$ cat src/rtl/counter_pkg.sv
// Shared types and defaults for the up/down counter and its runtime monitor.
package counter_pkg;

    localparam int COUNT_WIDTH_DEFAULT = 8;

    typedef enum logic [2:0] {
        ERR_NONE      = 3'd0,
        ERR_RST_FAIL  = 3'd1,
        ERR_HOLD_FAIL = 3'd2,
        ERR_UP_FAIL   = 3'd3,
        ERR_DOWN_FAIL = 3'd4
    } err_code_t;

    typedef enum logic [1:0] {
        MON_UNARMED = 2'd0,
        MON_RESET   = 2'd1,
        MON_CHECK   = 2'd2
    } mon_state_t;

endpackage

$ cat src/rtl/counter_model.sv
// Pure next-value function of the up/down counter, plus the error class
// that applies if the observed count disagrees with that prediction.
module counter_model
    import counter_pkg::*;
#(
    parameter int WIDTH = COUNT_WIDTH_DEFAULT
) (
    input  logic [WIDTH-1:0] prev_cnt,
    input  logic             prev_en,
    input  logic             prev_dir,
    input  logic             prev_rst,
    output logic [WIDTH-1:0] expected,
    output err_code_t        code_on_miss
);

    // Priority mirrors the counter itself: reset, then enable, then direction.
    always_comb begin
        expected     = prev_cnt;
        code_on_miss = ERR_HOLD_FAIL;
        if (prev_rst) begin
            expected     = '0;
            code_on_miss = ERR_RST_FAIL;
        end else if (prev_en && prev_dir) begin
            expected     = prev_cnt + WIDTH'(1);
            code_on_miss = ERR_UP_FAIL;
        end else if (prev_en) begin
            expected     = prev_cnt - WIDTH'(1);
            code_on_miss = ERR_DOWN_FAIL;
        end
    end

endmodule

$ cat src/rtl/counter_monitor.sv
// Cycle-accurate checker for an up/down counter: predicts each count from the
// previous cycle's sampled inputs and keeps a sticky, classified error record.
module counter_monitor
    import counter_pkg::*;
#(
    parameter int WIDTH     = COUNT_WIDTH_DEFAULT,
    parameter int ERR_CNT_W = 8
) (
    input  logic                 clk,
    input  logic                 rst,
    input  logic                 enable,
    input  logic                 dir,
    input  logic [WIDTH-1:0]     counter_in,
    input  logic                 clear_err,
    output logic                 err,
    output logic                 err_pulse,
    output logic [2:0]           err_code,
    output logic [2:0]           first_err_code,
    output logic [WIDTH-1:0]     first_err_value,
    output logic [ERR_CNT_W-1:0] err_count,
    output logic [ERR_CNT_W-1:0] check_count
);

    localparam logic [ERR_CNT_W-1:0] CNT_MAX = '1;
    localparam logic [ERR_CNT_W-1:0] CNT_ONE = ERR_CNT_W'(1);

    mon_state_t       state;
    logic [WIDTH-1:0] prev_cnt;
    logic             prev_en;
    logic             prev_dir;
    logic             prev_rst;
    logic [WIDTH-1:0] expected;
    err_code_t        code_on_miss;
    logic             checking;
    logic             mismatch;

    counter_model #(.WIDTH(WIDTH)) u_model (
        .prev_cnt     (prev_cnt),
        .prev_en      (prev_en),
        .prev_dir     (prev_dir),
        .prev_rst     (prev_rst),
        .expected     (expected),
        .code_on_miss (code_on_miss)
    );

    // The edge that leaves RESET is itself a check (count must read 0 then).
    assign checking = (state != MON_UNARMED) && !rst;
    assign mismatch = checking && (counter_in != expected);

    always_ff @(posedge clk) begin
        prev_cnt <= counter_in;
        prev_en  <= enable;
        prev_dir <= dir;
        prev_rst <= rst;
    end

    always_ff @(posedge clk) begin
        if (rst) begin
            state           <= MON_RESET;
            err             <= 1'b0;
            err_pulse       <= 1'b0;
            err_code        <= ERR_NONE;
            first_err_code  <= ERR_NONE;
            first_err_value <= '0;
            err_count       <= '0;
            check_count     <= '0;
        end else begin
            case (state)
                MON_UNARMED: state <= MON_UNARMED;
                MON_RESET:   state <= MON_CHECK;
                MON_CHECK:   state <= MON_CHECK;
                default:     state <= MON_UNARMED;
            endcase

            err_pulse <= mismatch;

            if (clear_err) begin
                err             <= 1'b0;
                err_code        <= ERR_NONE;
                first_err_code  <= ERR_NONE;
                first_err_value <= '0;
                err_count       <= '0;
                check_count     <= '0;
            end

            // A clear coinciding with a comparison restarts the tallies at one.
            if (checking) begin
                if (clear_err)
                    check_count <= CNT_ONE;
                else if (check_count != CNT_MAX)
                    check_count <= check_count + CNT_ONE;
            end

            if (mismatch) begin
                err      <= 1'b1;
                err_code <= code_on_miss;
                if (clear_err)
                    err_count <= CNT_ONE;
                else if (err_count != CNT_MAX)
                    err_count <= err_count + CNT_ONE;
                if (!err || clear_err) begin
                    first_err_code  <= code_on_miss;
                    first_err_value <= counter_in;
                end
            end
        end
    end

endmodule

$ cat config.mk
export PLATFORM = sky130hd
export DESIGN_NAME = counter_monitor
export DESIGN_NICKNAME = d
export VERILOG_FILES = /design/src/rtl/counter_pkg.sv /design/src/rtl/counter_model.sv /design/src/rtl/counter_monitor.sv
export SDC_FILE = /design/constraint.sdc
export NUM_CORES = 1
export LEC_CHECK = 0
export ABC_AREA = 0
export BUFFER_PORTS_ARGS = -buffer_cell sky130_fd_sc_hd__buf_2
export CORE_AREA = 3 3 84 86
export DETAILED_ROUTE_END_ITERATION = 12
export DIE_AREA = 0 0 87 89
export GPL_ROUTABILITY_DRIVEN = 0
export GPL_TIMING_DRIVEN = 0
export SLEW_MARGIN = 10
export SYNTH_ARGS = -nofsm -noshare
export SYNTH_HDL_FRONTEND = slang
export SYNTH_SLANG_ARGS = --single-unit
$ cat constraint.sdc
create_clock -name clk -period 3.2 [get_ports clk]
set_clock_uncertainty 0.1 [all_clocks]
set_input_delay 0.64 -clock clk [delete_from_list [all_inputs] [get_ports clk]]
set_output_delay 0.64 -clock clk [all_outputs]
set_load 0.01 [all_outputs]
==> flow_metrics.tcl <==
set metrics [dict create \
    r2r_end "first_err_value[6]" \
    track_usage_pct 13.8 \
    fin_tns_setup_ns 0 \
    min_to "prev_dir" \
    outcome "finished, final reports clean" \
    synth_edf_count 0 \
    synthAdderAreaFrac_pct 2.83 \
    finalHoldViolCount 0 \
    synth_nets 258 \
    overflow 0 \
    nFillCells 662 \
    timing.fmax_mhz 332 \
    max_cap_violations 0 \
    die_area_um2 7740 \
    critPathMaxFanout 10 \
    via_count 1983 \
    n_antenna_cell 0 \
    final_cell_area_um2 2620 \
    rsz0062_at_grt "false" \
    cts_buffer_depth 2 \
    ant_nets 0 \
    end_kind "register" \
    hold_path_class "input port to register" \
    cp-start-kind "register" \
    ys.flop_type "dfxtp_1" \
    crit-reg2reg-launch "prev_cnt[0]" \
    synth-simple-area-share_pct 24.5 \
    ioPinCount 45 \
    slowest_stage "or4b_4" \
    ctsResizeCount 0 \
    layout_common_cells "buf_2, dfxtp_1, nor2_1" \
    setup_slack_ns 0.192 \
    timing.final.max_slew_violations 0 \
    powerDensity_nw_per_um2 432 \
    synth_top_area_share_pct 40.7 \
    synth_top_family_by_area "simple AND/OR/NAND/NOR gates" \
    grt_max_degree 15 \
    drtIter0Drc 95 \
    cts_made_buffers 5 \
    min_period_over_period_pct 94.0 \
    reg2reg_slack_ns 0.19 \
    whs_path_depth 1 \
    clkLatencyLatePin_ns 0.30 \
    wl_mm 5.24 \
    synth_compound_area_share_pct 19.7 \
    initial_core_util_pct 34.8 \
    drcViolationCount 0 \
    worstPathArrival_ns 3.14 \
    place_ws_ns 0.235 \
    dp_hpwl_mm 3.85 \
    cts.sinks 45 \
    synth_xor_area_share_pct 4.36 \
    slowest_delay_ns 0.47 \
    r2r_cells 11 \
    grt_pass1_wl_mm 8.57 \
    synth.largest_area_cell "dfxtp_1" \
    postCtsHoldBufs 0 \
    cp_data_required_time_ns 3.34 \
    holdCritStartpoint "dir" \
    post-cts-setup-buffer-count 0 \
    die_y_um 89 \
    critical_path_class "register to register" \
    area_growth_pct 18.3 \
    path_clk_slew_ns 0.08 \
    synth_seq_cells 45 \
    setup_violations 0 \
    routedWlPerCell_um 14.2 \
    die_x_um 87 \
    period_minus_slack_ns 3.01 \
    cp_cell_sequence "inv_1, ha_1, or4b_4, a21boi_4, nand3_1, a311o_1, and3_4, a211oi_4, o31a_1, buf_4, a22o_1" \
    syn-cell-area_um2 2210 \
    p_total_mw 1.13 \
    ir_drop_v 0.000211 \
    place_area_um2 2530 \
    cp_top_family "compound AO/OA/AOI/OAI gates" \
    cts_tree "done" \
    syn_inst 240 \
    synth_warnings 0 \
    nNetsFinal 309 \
    async_reset_ff_share_pct 0 \
    final_common_cell "buf_2" \
    rows 29 \
    slew_headroom_pct 49.4 \
    io_buffers 44 \
    synth.distinct_cells 55 \
    postSynthAreaPerCell_um2 9.22 \
    via_per_inst 5.37 \
    drive_above_1_share_pct 23.3 \
    power.leakage_nw 1.11 \
    yosysSeqAreaShare_pct 40.7 \
    path_buf_inv 2 \
    cts_root_buf "clkbuf_8" \
    cts_max_level 2 \
    drt_pass1_iterations 4 \
    tightest_slew_ns 0.755 \
    grt_pass1_vias 1816 \
    antenna_found_initial 0 \
    yosys-top-cells-area "dfxtp_1, a22o_1, nor2_1, mux2i_1, nand2_1" \
    synthMuxAreaShare_pct 4.13 \
    core_um2 6350 \
]
## worst register-to-register path, delay by kind of cell (launching register included)
kind	cells	cell delay, ns
AND/OR/NAND/NOR	3	0.78
AO/OA/AOI/OAI	5	1.23
buffers and inverters	2	0.28
adder cells (fa/ha/maj)	1	0.16
flip-flops	1	0.39
## power breakdown
group          internal, mW  switching (mW)  total, mW
clock network         0.154           0.202      0.356
registers             0.587          0.0218      0.609
logic                0.0721          0.0938      0.166
total                 0.813           0.317       1.13
## Yosys cell counts (all sizes together), types with 3 or more instances
library cell  number
ha                 5
nor3               6
mux2i              8
xnor2              5
inv                8
nand4              5
nand2             18
o21ai              8
buf                4
a22o              10
clkbuf             6
or4                4
a21oi              8
nor2b              6
and4               3
o211ai             5
a221oi             3
nand3             11
and3               6
dfxtp             45
nand2b             3
xor2               6
nor2              23
or3                5
## metal layers
layer / routed length (um) / track usage, %
met1: 2430 / 17.3
met2: 2460 / 23.5
met3: 312 / 3.69
met4: 26 / 3.68
met5: 0 / 0
## worst max-delay path by stage
stage,startpoint,to,depth (start not counted),slack [ns]
2_1_floorplan,prev_cnt[0],err_count[0],11,0.51
3_3_place_gp,prev_cnt[0],first_err_value[1],11,0.23
3_5_place_dp,prev_cnt[0],first_err_value[4],11,0.24
4_1_cts,prev_cnt[0],first_err_value[6],11,0.18
5_1_grt,prev_cnt[0],first_err_value[5],11,0.03
6_report,prev_cnt[0],first_err_value[6],11,0.19
## kinds of logic (layout without fill, tap and decap cells)
| kind of cell | after synthesis | after routing |
|---|---|---|
| buffers and inverters | 18 | 70 |
| multiplexers | 9 | 9 |
| adder cells (fa/ha/maj) | 5 | 5 |
| XOR/XNOR | 11 | 11 |
| AND/OR/NAND/NOR | 98 | 98 |
| AO/OA/AOI/OAI | 54 | 54 |
| flip-flops | 45 | 45 |
## through the flow
stage	std cells	hold WS (ns)	util [%]
global placement	361	0.345	39.8
finish	369	0.344	41.2
CTS	369	0.333	41.2
floorplan	240	0.379	-
global route	369	0.323	41.2
detailed placement	361	0.353	39.8
## registers in the layout (all words and copies together), names as in the netlist
signal	cells
check_count	8
err	1
err_code	3
err_count	8
err_pulse	1
first_err_code	3
first_err_value	8
prev_cnt	8
prev_dir	1
prev_en	1
prev_rst	1
state	2
## final cells by class
cell class | instances | area, um^2 | area share (%)
Clock buffer | 6 | 72.6 | 2.77
Buffer | 10 | 51.3 | 1.96
Timing Repair Buffer | 44 | 220 | 8.42
Sequential cell | 45 | 901 | 34.4
Multi-Input combinational cell | 177 | 1230 | 47.0
Inverter | 8 | 30.0 | 1.15
Tap cell | 77 | 96.3 | 3.68
Clock inverter | 2 | 15.0 | 0.574
Note: power is estimated with default switching activity, not from simulation.
